$ cat src/rtl/seg_msg_pkg.sv
// Shared types for the 7-segment message scroller.
// Holds the glyph alphabet, the calculator state codes and the message table
// (length and glyph lookup) used by the scroller datapath.
package seg_msg_pkg;

    localparam int unsigned MAX_MSG_LEN = 16;
    localparam int unsigned STATE_W     = 3;
    localparam int unsigned SEG_W       = 7;
    // Wide enough for lengths 0..16 and ring positions up to 16+5.
    localparam int unsigned LEN_W       = 5;

    localparam logic [STATE_W-1:0] ST_INP  = 3'b000;
    localparam logic [STATE_W-1:0] ST_INP1 = 3'b001;
    localparam logic [STATE_W-1:0] ST_MODE = 3'b010;
    localparam logic [STATE_W-1:0] ST_INP2 = 3'b011;
    localparam logic [STATE_W-1:0] ST_OUT  = 3'b100;
    localparam logic [STATE_W-1:0] ST_ERR  = 3'b101;

    typedef enum logic [4:0] {
        GL_BLANK,
        GL_0, GL_1, GL_2, GL_3, GL_4, GL_5, GL_6, GL_7, GL_8, GL_9,
        GL_A, GL_C, GL_E, GL_I, GL_N, GL_O, GL_P, GL_R, GL_S, GL_T,
        GL_U, GL_D, GL_Y, GL_L
    } glyph_t;

    // Number of glyphs in the message for a given state/mode.
    function automatic logic [LEN_W-1:0] msg_length(input logic [STATE_W-1:0] st,
                                                     input logic cm);
        logic [LEN_W-1:0] len;
        len = '0;
        case (st)
            ST_INP:  len = LEN_W'(3);
            ST_INP1: len = LEN_W'(4);
            ST_MODE: len = cm ? LEN_W'(5) : LEN_W'(4);
            ST_INP2: len = LEN_W'(4);
            ST_OUT:  len = LEN_W'(3);
            ST_ERR:  len = LEN_W'(5);
            default: len = '0;
        endcase
        return len;
    endfunction

    // Glyph at position idx of the message; blank beyond the message.
    function automatic glyph_t msg_glyph(input logic [STATE_W-1:0] st,
                                         input logic cm,
                                         input logic [LEN_W-1:0] idx);
        glyph_t g;
        g = GL_BLANK;
        case (st)
            ST_INP, ST_INP1, ST_INP2: begin
                case (idx)
                    LEN_W'(0): g = GL_I;
                    LEN_W'(1): g = GL_N;
                    LEN_W'(2): g = GL_P;
                    LEN_W'(3): g = (st == ST_INP1) ? GL_1 : (st == ST_INP2) ? GL_2 : GL_BLANK;
                    default:   g = GL_BLANK;
                endcase
            end
            ST_MODE: begin
                case (idx)
                    LEN_W'(0): g = cm ? GL_S : GL_C;
                    LEN_W'(1): g = cm ? GL_C : GL_U;
                    LEN_W'(2): g = cm ? GL_I : GL_S;
                    LEN_W'(3): g = cm ? GL_N : GL_T;
                    LEN_W'(4): g = cm ? GL_T : GL_BLANK;
                    default:   g = GL_BLANK;
                endcase
            end
            ST_OUT: begin
                case (idx)
                    LEN_W'(0): g = GL_O;
                    LEN_W'(1): g = GL_U;
                    LEN_W'(2): g = GL_T;
                    default:   g = GL_BLANK;
                endcase
            end
            ST_ERR: begin
                case (idx)
                    LEN_W'(0): g = GL_E;
                    LEN_W'(1): g = GL_R;
                    LEN_W'(2): g = GL_R;
                    LEN_W'(3): g = GL_O;
                    LEN_W'(4): g = GL_R;
                    default:   g = GL_BLANK;
                endcase
            end
            default: g = GL_BLANK;
        endcase
        return g;
    endfunction

endpackage

$ cat src/rtl/seg_msg_scroller_if.sv
// Bus between the calculator FSM (master) and the message scroller (slave).
//   state, calcmod     : calculator state code and calc mode
//   scroll_en, blink_en: display mode controls
//   display_seg        : active-low {g..a} per digit, leftmost digit in MSBs
//   msg_done           : one-cycle pulse on scroll wrap
interface seg_msg_scroller_if
    import seg_msg_pkg::*;
#(
    parameter int unsigned NUM_DIGITS = 4
);
    localparam int unsigned DISP_W = SEG_W * NUM_DIGITS;

    logic [STATE_W-1:0] state;
    logic               calcmod;
    logic               scroll_en;
    logic               blink_en;
    logic [DISP_W-1:0]  display_seg;
    logic               msg_done;

    modport master (
        output state, calcmod, scroll_en, blink_en,
        input  display_seg, msg_done
    );

    modport slave (
        input  state, calcmod, scroll_en, blink_en,
        output display_seg, msg_done
    );
endinterface

$ cat src/rtl/seg_msg_scroller_glyph_rom.sv
// Glyph to active-low 7-segment pattern {g,f,e,d,c,b,a}.
//   glyph : glyph code
//   seg_c : combinational segment pattern (1 = segment off)
module seg_glyph_rom
    import seg_msg_pkg::*;
(
    input  glyph_t             glyph,
    output logic [SEG_W-1:0]   seg_c
);
    always_comb begin
        seg_c = 7'b1111111;
        case (glyph)
            GL_0:    seg_c = 7'b1000000;
            GL_1:    seg_c = 7'b1111001;
            GL_2:    seg_c = 7'b0100100;
            GL_3:    seg_c = 7'b0110000;
            GL_4:    seg_c = 7'b0011001;
            GL_5:    seg_c = 7'b0010010;
            GL_6:    seg_c = 7'b0000010;
            GL_7:    seg_c = 7'b1111000;
            GL_8:    seg_c = 7'b0000000;
            GL_9:    seg_c = 7'b0010000;
            GL_A:    seg_c = 7'b0001000;
            GL_C:    seg_c = 7'b1000110;
            GL_E:    seg_c = 7'b0000110;
            // Same pattern as the legacy decoder, which drew 'i' like '1'.
            GL_I:    seg_c = 7'b1111001;
            GL_N:    seg_c = 7'b0101011;
            GL_O:    seg_c = 7'b1000000;
            GL_P:    seg_c = 7'b0001100;
            GL_R:    seg_c = 7'b0101111;
            GL_S:    seg_c = 7'b0010010;
            GL_T:    seg_c = 7'b0000111;
            GL_U:    seg_c = 7'b1100011;
            GL_D:    seg_c = 7'b0100001;
            GL_Y:    seg_c = 7'b0010001;
            GL_L:    seg_c = 7'b1000111;
            default: seg_c = 7'b1111111;
        endcase
    end
endmodule

$ cat src/rtl/seg_msg_scroller.sv
// Registered state-to-message display driver for the calculator HEX digits.
// Short messages are shown left-aligned; longer ones scroll left through a
// ring of the message plus one blank, one step per TICK_DIV clocks. An
// optional blink blanks the display on alternate BLINK_DIV-cycle phases.
//   clk, rst_n : clock, asynchronous active-low reset
//   bus        : slave side of seg_msg_scroller_if (inputs state, calcmod,
//                scroll_en, blink_en; outputs display_seg, msg_done)
module seg_msg_scroller
    import seg_msg_pkg::*;
#(
    parameter int unsigned NUM_DIGITS = 4,
    parameter int unsigned MSG_LEN    = 8,
    parameter int unsigned TICK_DIV   = 12500000,
    parameter int unsigned BLINK_DIV  = 25000000
)(
    input  logic                clk,
    input  logic                rst_n,
    seg_msg_scroller_if.slave   bus
);
    localparam int unsigned DISP_W  = SEG_W * NUM_DIGITS;
    localparam int unsigned TICK_W  = $clog2(TICK_DIV);
    localparam int unsigned BLINK_W = $clog2(BLINK_DIV);
    localparam int unsigned KEY_W   = STATE_W + 1;

    logic [KEY_W-1:0]   prev_key;
    logic               prev_scroll;
    logic [LEN_W-1:0]   offset;
    logic [TICK_W-1:0]  tick_cnt;
    logic [BLINK_W-1:0] blink_cnt;
    logic               blink_ph;

    logic [KEY_W-1:0]   key_c;
    logic [LEN_W-1:0]   raw_len_c;
    logic [LEN_W-1:0]   msg_len_c;
    logic               scrolling_c;
    logic               changed_c;
    logic [LEN_W-1:0]   offset_nxt_c;
    logic [TICK_W-1:0]  tick_nxt_c;
    logic               wrap_c;
    logic [BLINK_W-1:0] blink_cnt_nxt_c;
    logic               blink_ph_nxt_c;
    logic [DISP_W-1:0]  digits_c;
    logic [DISP_W-1:0]  display_nxt_c;

    // Message length, capped to the configured maximum.
    always_comb begin
        key_c       = {bus.state, bus.calcmod};
        raw_len_c   = msg_length(bus.state, bus.calcmod);
        msg_len_c   = (raw_len_c > LEN_W'(MSG_LEN)) ? LEN_W'(MSG_LEN) : raw_len_c;
        scrolling_c = bus.scroll_en && (msg_len_c > LEN_W'(NUM_DIGITS));
        changed_c   = (key_c != prev_key) || (bus.scroll_en != prev_scroll);
    end

    // Scroll offset and tick; an input change restarts the message and wins over a tick.
    always_comb begin
        offset_nxt_c = offset;
        tick_nxt_c   = tick_cnt;
        wrap_c       = 1'b0;
        if (changed_c || !scrolling_c) begin
            offset_nxt_c = '0;
            tick_nxt_c   = '0;
        end else if (tick_cnt == TICK_W'(TICK_DIV - 1)) begin
            tick_nxt_c = '0;
            // Ring period is len+1, so the last offset equals len.
            if (offset == msg_len_c) begin
                offset_nxt_c = '0;
                wrap_c       = 1'b1;
            end else begin
                offset_nxt_c = offset + LEN_W'(1);
            end
        end else begin
            tick_nxt_c = tick_cnt + TICK_W'(1);
        end
    end

    // Free-running blink divider.
    always_comb begin
        blink_cnt_nxt_c = blink_cnt + BLINK_W'(1);
        blink_ph_nxt_c  = blink_ph;
        if (blink_cnt == BLINK_W'(BLINK_DIV - 1)) begin
            blink_cnt_nxt_c = '0;
            blink_ph_nxt_c  = ~blink_ph;
        end
    end

    // Per-digit ring lookup, using the offset being registered this cycle.
    for (genvar d = 0; d < NUM_DIGITS; d++) begin : g_digit
        logic [LEN_W-1:0] pos_c;
        glyph_t           glyph_c;
        logic [SEG_W-1:0] seg_c;

        always_comb begin
            pos_c = offset_nxt_c + LEN_W'(d);
            // offset < period and d < len when scrolling, so one subtract suffices.
            if (scrolling_c && (pos_c > msg_len_c)) begin
                pos_c = pos_c - (msg_len_c + LEN_W'(1));
            end
            glyph_c = (pos_c < msg_len_c) ? msg_glyph(bus.state, bus.calcmod, pos_c) : GL_BLANK;
        end

        seg_glyph_rom u_rom (
            .glyph (glyph_c),
            .seg_c (seg_c)
        );

        assign digits_c[DISP_W - SEG_W*(d+1) +: SEG_W] = seg_c;
    end

    always_comb begin
        display_nxt_c = (bus.blink_en && blink_ph_nxt_c) ? '1 : digits_c;
    end

    // State and output registers.
    always_ff @(posedge clk or negedge rst_n) begin
        if (!rst_n) begin
            prev_key        <= '0;
            prev_scroll     <= 1'b0;
            offset          <= '0;
            tick_cnt        <= '0;
            blink_cnt       <= '0;
            blink_ph        <= 1'b0;
            bus.display_seg <= '1;
            bus.msg_done    <= 1'b0;
        end else begin
            prev_key        <= key_c;
            prev_scroll     <= bus.scroll_en;
            offset          <= offset_nxt_c;
            tick_cnt        <= tick_nxt_c;
            blink_cnt       <= blink_cnt_nxt_c;
            blink_ph        <= blink_ph_nxt_c;
            bus.display_seg <= display_nxt_c;
            bus.msg_done    <= wrap_c;
        end
    end
endmodule

$ cat src/flat_wrapper.sv
// flat-port wrapper written by rule: the top's interface ports become plain ports
module seg_msg_scroller_flat import seg_msg_pkg::*;
#(
    parameter int unsigned NUM_DIGITS = 4,
    parameter int unsigned MSG_LEN    = 8,
    parameter int unsigned TICK_DIV   = 12500000,
    parameter int unsigned BLINK_DIV  = 25000000
)
  (clk, rst_n, bus_state, bus_calcmod, bus_scroll_en, bus_blink_en, bus_display_seg, bus_msg_done);
  seg_msg_scroller_if #(.NUM_DIGITS(NUM_DIGITS)) bus_i ();
  input  logic clk;
  input  logic rst_n;
  input wire logic [$bits(bus_i.state)-1:0] bus_state;
  input wire logic [$bits(bus_i.calcmod)-1:0] bus_calcmod;
  input wire logic [$bits(bus_i.scroll_en)-1:0] bus_scroll_en;
  input wire logic [$bits(bus_i.blink_en)-1:0] bus_blink_en;
  output wire logic [$bits(bus_i.display_seg)-1:0] bus_display_seg;
  output wire logic [$bits(bus_i.msg_done)-1:0] bus_msg_done;
  assign bus_i.state = bus_state;
  assign bus_i.calcmod = bus_calcmod;
  assign bus_i.scroll_en = bus_scroll_en;
  assign bus_i.blink_en = bus_blink_en;
  assign bus_display_seg = bus_i.display_seg;
  assign bus_msg_done = bus_i.msg_done;
  seg_msg_scroller #(.NUM_DIGITS(NUM_DIGITS), .MSG_LEN(MSG_LEN), .TICK_DIV(TICK_DIV), .BLINK_DIV(BLINK_DIV)) u_core (.clk(clk), .rst_n(rst_n), .bus(bus_i));
endmodule
$ cat config.mk
export PLATFORM = sky130hd
export DESIGN_NAME = seg_msg_scroller_flat
export DESIGN_NICKNAME = d
export VERILOG_FILES = /design/src/rtl/seg_msg_pkg.sv /design/src/rtl/seg_msg_scroller_if.sv /design/src/rtl/seg_msg_scroller_glyph_rom.sv /design/src/rtl/seg_msg_scroller.sv /design/src/flat_wrapper.sv
export SDC_FILE = /design/constraint.sdc
export NUM_CORES = 1
export LEC_CHECK = 0
export ABC_AREA = 1
export CORE_ASPECT_RATIO = 1.1
export CORE_MARGIN = 2
export CORE_UTILIZATION = 59
export CTS_CLUSTER_DIAMETER = 100
export DETAILED_ROUTE_END_ITERATION = 6
export DONT_BUFFER_PORTS = 1
export PLACE_DENSITY = 0.78
export REMOVE_ABC_BUFFERS = 1
export SYNTH_ARGS = -nofsm -noshare
export SYNTH_HDL_FRONTEND = slang
export SYNTH_SLANG_ARGS = --single-unit
export TNS_END_PERCENT = 5
$ cat constraint.sdc
create_clock -name clk -period 5.1 [get_ports clk]
set_clock_uncertainty 0.15 [all_clocks]
set_input_delay 1.02 -clock clk [delete_from_list [all_inputs] [get_ports clk]]
set_output_delay 1.02 -clock clk [all_outputs]
set_load 0.1 [all_outputs]
---- After elaboration in Yosys (flattened, before gate mapping) ----
Memories as Yosys holds them, arrays and structs flattened.
Cells that the tools add are included.
storage, ports and cells
  output and inout bits ................... 29
  bits in latches ......................... 0
  bits of input ports ..................... 8
  ROM bits ................................ 896
  register bits ........................... 89
  memory bits (writable) .................. 0
  memories kept ........................... 4
memories
  memory           depth  width  read ports  clocked after Yosys merged registers in  write ports  line                              source
  (no name shown)  32     7      1           0                                        0            seg_msg_scroller_glyph_rom.sv:12  case (glyph)
  (no name shown)  32     7      1           0                                        0            seg_msg_scroller_glyph_rom.sv:12
  (no name shown)  32     7      1           0                                        0            seg_msg_scroller_glyph_rom.sv:12
  (no name shown)  32     7      1           0                                        0            seg_msg_scroller_glyph_rom.sv:12
cells by class
  shift operators ......................... 0
  reduce and logical (&&, ||, !) cells .... 21
  bitwise operators ....................... 1
  eq/ne operators ......................... 26
  $mul .................................... 0
  add/sub/neg operators ................... 11
  $lt $le $gt $ge ......................... 10
  divide/modulo/power cells ............... 0
  multiplexer cells ....................... 49
operators with widths
  operator               number
  $pmux 5 s4             9
  $pmux 5 s3             8
  $pmux 5 s5             4
  $mux 5                 18
  $mux 24                2
  $eq 5x2->1 const B     8
  $mux 28                1
  $add 25x1->25 const B  1
  $eq 25x25->1 const B   1
  $mux 25                1
  $add 24x1->24 const B  1
  $eq 24x24->1 const B   1
  $eq 5x1->1 const B     4
  $eq 5x3->1 const B     4
  $gt 5x5->1             4
  $logic_not 5->1        4
  $lt 5x5->1             4
  $sub 5x5->5            4
  $add 5x1->5 const B    3
  $reduce_or 3->1        5
  $add 5x2->5 const B    2
  $eq 3x2->1 const B     2
  $eq 3x3->1 const B     2
  $logic_and 1x1->1      6
  other kinds (13)       19

---- Longest topological paths before layout ----
An unclocked memory read counts as a cell.
  depth in word-level cells ............... 21
  mapped depth ............................ 43

---- Cells and area by module ----
A second synthesis with hierarchy kept.
unflattened totals
  cells, all modules ...................... 1,344
  area, all modules ....................... 8,977.4 um^2
modules (own cells, without submodules)
  module                                        times used  cells an instance  seq. area each (um^2)  area an instance (um^2)
  seg_msg_scroller                              1           1,060              2,262.2                7,293.2
  seg_glyph_rom at u_core.g_digit[1].u_rom ...  2           75                 0.0                    442.9
  seg_glyph_rom at u_core.g_digit[3].u_rom      1           69                 0.0                    416.6
  seg_glyph_rom at u_core.g_digit[0].u_rom      1           65                 0.0                    381.6

---- Worst setup path before layout ----
Ideal clock, no wire load.
  path type ............................... input port to flip-flop
  from .................................... input bus_calcmod
  to ...................................... register u_core.bus.display_seg[10]
  setup time .............................. 0.087 ns
  required time ........................... 4.863 ns
  setup slack ............................. -0.799 ns
  arrival ................................. 5.662 ns
  stages .................................. 38
  cells stage by stage .................... buf_4 -> nand2_1 -> nand2_1 -> nand2_4 -> nor2_4 -> nand2_4 -> nor2_8 -> nand2_4 -> nor2_2 -> inv_1 -> ha_1 -> inv_1 -> ha_1 -> nand2_1 -> nor2_1 -> a211o_1 -> o21ai_0 -> a21boi_1 -> [... 2 more ...] -> nand2_1 -> nand2_2 -> ha_1 -> o21ai_1 -> nand2_1 -> a21oi_4 -> inv_2 -> nor2_1 -> inv_1 -> ha_1 -> inv_1 -> nand2_1 -> nand2_1 -> nand2_1 -> inv_2 -> nand2_1 -> nand2_1 -> nand2_1
on the way
  word-level cells in the longest chain between the ends .. 20
ends and longest elaborated chain
  what                                line                       source
  from (decl)                         flat_wrapper.sv:14         input wire logic [$bits(bus_i.calcmod)-1:0] bus_calcmod;
  $mux 1                              seg_msg_pkg.sv:34          ST_MODE: len = cm ? LEN_W'(5) : LEN_W'(4);
  $pmux 5 s4                          seg_msg_pkg.sv:31          case (st)
  $gt 5x4->1                          seg_msg_scroller.sv:49     msg_len_c = (raw_len_c > LEN_W'(MSG_LEN)) ? LEN_W'(MSG_LEN) : raw_len_c;
  $mux 5                              seg_msg_scroller.sv:49
  $gt 5x3->1                          seg_msg_scroller.sv:50     scrolling_c = bus.scroll_en && (msg_len_c > LEN_W'(NUM_DIGITS));
  $logic_and 1x1->1                   seg_msg_scroller.sv:50
  $logic_not 1->1                     seg_msg_scroller.sv:59     if (changed_c || !scrolling_c) begin
  $logic_or 1x1->1                    seg_msg_scroller.sv:59
  [... 1 more ...]                    --
  net u_core.offset_nxt_c[1]          seg_msg_scroller.sv:37     logic [LEN_W-1:0] offset_nxt_c;
  [... 4 more ...]                    --
  $eq 5x1->1 (tied with other cells)  --
  $reduce_or 3->1 (no source line)    --
  $pmux 5 s3                          seg_msg_pkg.sv:78          case (idx)
  $pmux 5 s4                          seg_msg_pkg.sv:49          case (st)
  $mux 5 (*)                          seg_msg_scroller.sv:98     glyph_c = (pos_c < msg_len_c) ? msg_glyph(bus.state, bus.calcmod, pos_c) : GL_BLANK;
  $mem_v2 32x7 (*)                    --
  $mux 28 (*)                         seg_msg_scroller.sv:110    display_nxt_c = (bus.blink_en && blink_ph_nxt_c) ? '1 : digits_c;
  net u_core.display_nxt_c[10]        seg_msg_scroller.sv:43     logic [DISP_W-1:0] display_nxt_c;
  to (signal assigned)                seg_msg_scroller.sv:131    bus.display_seg <= display_nxt_c;
  to (decl)                           seg_msg_scroller_if.sv:27  output display_seg, msg_done
Mark *: on every way through the listed nets, which the timed path passes. The rest lies on a longest branch.

---- Worst setup path after layout ----
  from .................................... input bus_state[2]
  to ...................................... register u_core.bus.display_seg[19]
on the way
  word-level cells in the longest chain between the ends .. 21
ends and longest elaborated chain
  what                                line                     source
  from (decl)                         flat_wrapper.sv:13       input wire logic [$bits(bus_i.state)-1:0] bus_state;
  $eq 3x3->1 (tied with other cells)  seg_msg_pkg.sv:31
  $reduce_or 2->1 (no source line)    --
  $pmux 5 s4                          seg_msg_pkg.sv:31
  $gt 5x4->1                          seg_msg_scroller.sv:49
  $mux 5                              seg_msg_scroller.sv:49
  $gt 5x3->1                          seg_msg_scroller.sv:50
  $logic_and 1x1->1                   seg_msg_scroller.sv:50
  $logic_not 1->1                     seg_msg_scroller.sv:59
  [... 2 more ...]                    --
  net u_core.offset_nxt_c[0]          seg_msg_scroller.sv:37
  [... 4 more ...]                    --
  $eq 5x1->1 (tied with other cells)  --
  $reduce_or 3->1 (no source line)    --
  $pmux 5 s3                          seg_msg_pkg.sv:78
  $pmux 5 s4                          seg_msg_pkg.sv:49
  $mux 5 (*)                          seg_msg_scroller.sv:98
  $mem_v2 32x7 (*)                    --
  $mux 28 (*)                         seg_msg_scroller.sv:110
  net u_core.display_nxt_c[19]        seg_msg_scroller.sv:43
Marked as above.

==> summary.md <==
| Metric | Value |
|---|---|
| Placed inst area | ~0.01 mm^2 |
| Post-route cell area | about 0.011 mm^2 |
| Critical Path Fanout Max | 5 |
| Sequential element share of the synthesized area | a little over a quarter |
| RSZ-0062 raised after global routing | yes |
| Initial antenna violation count | 0 |
| Outcome | finished with violations |
| Failing checks | negative setup slack |
| Final Max Slew Viols | 0 |
| Min-delay worst type | in2async |
| Synth warnings | 0 |
| CTS Buf Count | 9 |
| Synthesized flop and latch total | 89 |
| Synth Area in Adders | 11.65% |
| 1st-pass router iterations | 6 |
| Final min period | around 5.2 ns |
| Worst r2r path cells | 34 |
| Worst vdd ir | approximately 180 uV |
| # IOs | 37 |
| WS Path Type | in2reg |
| Root buffer cell | clkbuf_16 |
| Top-count cell post-synth | nand2_1 |
| Final cycle utilization of the critical path | 102.5% |
| Layout cells sized above 1 | 30.32% |
| Count of final setup violators | 12 |
| Mapped cell area | between 0.008 and 0.009 mm^2 |
| Ant diodes | 0 |
| First-pass GRT wire length | 36.31 mm |
| Top cells by area, synth | dfrtp_1 (18%), nand2_1 (17%), ha_1 (11%) |
| Die area | 0.01506 mm^2 |
| DRC | 0 |
| Worst setup path start | bus_state[2] |
| Port bufs | 0 |
| GP Congestion | about 0.97 |
| Post-synthesis mux area share | 0% |
| FILL cells | 918 |
| R2R Setup Slk | -0.02 ns |
| Reg2reg start | u_core.tick_cnt[0] |
| Final WL | 23.97 mm |
| Longest Clk Path Bufs | 2 |
| PwrDens | ~240 mW/mm^2 |
| Core Box Area | 0.01379 mm^2 |
| CP endpoint kind | register |
| Xor/xnor share of the synthesized area | around 2.3% |
| Multi-input logic area | approximately 0.0059 mm^2 |
| Most area-hungry cell type in the Yosys netlist | dfrtp_1 |
| Finished Core Util | about four fifths |
| Post-synth ARST share | between 90% and 100% |
| Initial Util | about three fifths |
| CP Launch Type | input pin |
| Die Ht | around 130 um |
| Chip Width | between 100 and 150 um |
| Commonest cells in the netlist | nand2_1 (367), inv_1 (161), nand3_1 (135) |
| Via count | slightly above 9000 |
| Post-DP HPWL | about 16 mm |
| Slowest stage delay, CP | ~0.28 ns |
| Compound-Gate Fraction of Synth Area | 8.968% |
| Initial DRC count | a little under 800 |
| H-Tree Depth | 3 |
| Cells after synthesis | between 1000 and 1500 |
| Slew HR | approximately 43% |
| Area grow syn2layout | 31.75% |
| Ys flop type | dfrtp_1 |
| Library cells used by synthesis | between 40 and 50 |
| Post-synth EDFFs | 0 |
| TritonCTS Sinks | 89 |
| F_max | 191.3 MHz |
| Clock-pin slew on the worst setup and hold paths | roughly 0.070 ns |
| Data arrival time of the critical path | about 5.4 ns |
| Worst r2r dst | u_core.bus.display_seg[19] |
| Leak | 5.690 nW |
| Slack of the critical path | -0.1273 ns |
| Final Hold Fails | 0 |
| Layout Nets | 1539 |
| Placed insts | roughly 1600 |
| Simple-gate share of the synthesized area | around 40% |
| Gr usage total | just under 30% |
| Row count | 45 |
| Vias in the first global route | slightly above 8000 |
| Critical Path RT | roughly 5.2 ns |
| Gr ovfl total | 0 |
| Final Non-Filler Cells | about 1600 |
| Main combinational cell family by area after synthesis | simple AND/OR/NAND/NOR gates |
| Sequential Area | between 0.002 and 0.0025 mm^2 |
| Syn Area/Cell | approximately 6.6 um^2 |
| Critical path capture point | u_core.bus.display_seg[19] |
| Tightest Pin Transition | 0.8599 ns |
| Largest net degree at the start of global routing | 90 |
| WL/cell | between 10 and 15 um |
| Crit-path slowest cell | ha_1 |
| Max-Cap Viols | 0 |
| Worst hold slack | approximately 0.21 ns |
| Yosys top cell area share | around 18% |
| Routed vias/inst | about 5.6 |
| Remaining antenna violation count | 0 |
| CTS tree | built |
| Cell mode on critical path | nand2_4 |
| Clock latency on the worst-skew pair | roughly 0.35 ns |
==> area by class of cell <==
type                       instances  share of cell area, %
clock inverter                     7                 0.9022
multi-input combinational        976                  53.64
timing repair buffer             189                  13.60
clock buffer                       9                  2.056
sequential                        89                  20.65
inverter                         191                  7.001
tap                              188                  2.147
==> worst min path at each step <==
stage / depth (start not counted) / endpoint / from / slack, ns
detailed placement: 1 / u_core.blink_cnt[0] / u_core.blink_cnt[0] / 0.30
CTS: 0 / u_core.tick_cnt[6] / rst_n / 0.20
finish: 0 / u_core.tick_cnt[5] / rst_n / 0.21
global placement: 1 / u_core.blink_cnt[0] / u_core.blink_cnt[0] / 0.30
floorplan: 1 / u_core.blink_cnt[0] / u_core.blink_cnt[0] / 0.28
global route: 0 / u_core.tick_cnt[5] / rst_n / 0.19
==> kinds of logic (layout without fill, tap and decap cells) <==
logic type	Yosys count	count (layout)
and+or+nand+nor	748	748
DFF	89	89
buffers and inverters	204	396
xor gates and xnor gates	22	22
AOI/OAI and AO/OA	131	131
adders and majority gates	75	75
==> cell usage in the layout (no fill, tap or decap), types with 23 or more instances in the layout <==
cell type / n
inv_2: 37
nand3_1: 121
a21oi_1: 52
nand2_4: 23
nor3_1: 24
o21ai_0: 24
nor2_1: 113
ha_1: 57
nand2_2: 49
buf_4: 177
inv_1: 145
dfrtp_1: 61
nand4_1: 23
nand2_1: 321
dfstp_2: 28
==> through the flow <==
stage	setup TNS [ns]	worst slack, ns	power, mW
4_1_cts	-0.008975	-0.007979	2.566
5_1_grt	-5.445	-0.3132	2.775
3_3_place_gp	-8.049	-0.4683	1.813
3_5_place_dp	-10.62	-0.5307	1.826
2_1_floorplan	-13.53	-0.7578	1.607
6_report	-0.9752	-0.1273	2.658
==> layer usage <==
| metal | routed length (um) | track usage (%) | part of all wire (%) | vias to the layer above |
|---|---|---|---|---|
| met1 | 9564 | 37.43 | 40 | 4232 |
| met5 | 0 | 0 | 0 | - |
| met2 | 11790 | 51.15 | 49 | 384 |
| met3 | 1467 | 4.145 | 6.1 | 128 |
| li1 | - | - | - | 4440 |
| met4 | 1149 | 11.83 | 4.8 | 0 |
==> timing repair <==
item	4_1_cts	5_1_grt
resized for setup	13	190
hold buffers	0	0
endpoints found under the setup margin	16	28
pin swaps	6	72
setup buffers	3	16
==> flip-flops by register name, summed over array words and instances, names as in the netlist <==
signal,flops
u_core.blink_cnt,25
u_core.blink_ph,1
u_core.bus.display_seg,28
u_core.bus.msg_done,1
u_core.offset,5
u_core.prev_key,4
u_core.prev_scroll,1
u_core.tick_cnt,24
==> power by group <==
part | internal, mW | switching, mW
Combinational | 0.290 | 0.386
Sequential | 0.814 | 0.434
Clock | 0.434 | 0.300
Total | 1.54 | 1.12
==> critical path, delay by kind of cell <==
| kind | cells | cell delay, ns |
|---|---|---|
| and+or+nand+nor | 18 | 1.80 |
| adders and majority gates | 4 | 0.87 |
| buffers and inverters | 7 | 0.77 |
| AOI/OAI and AO/OA | 4 | 0.69 |
| xor gates and xnor gates | 1 | 0.18 |
Power figures use the tool's default switching activity.
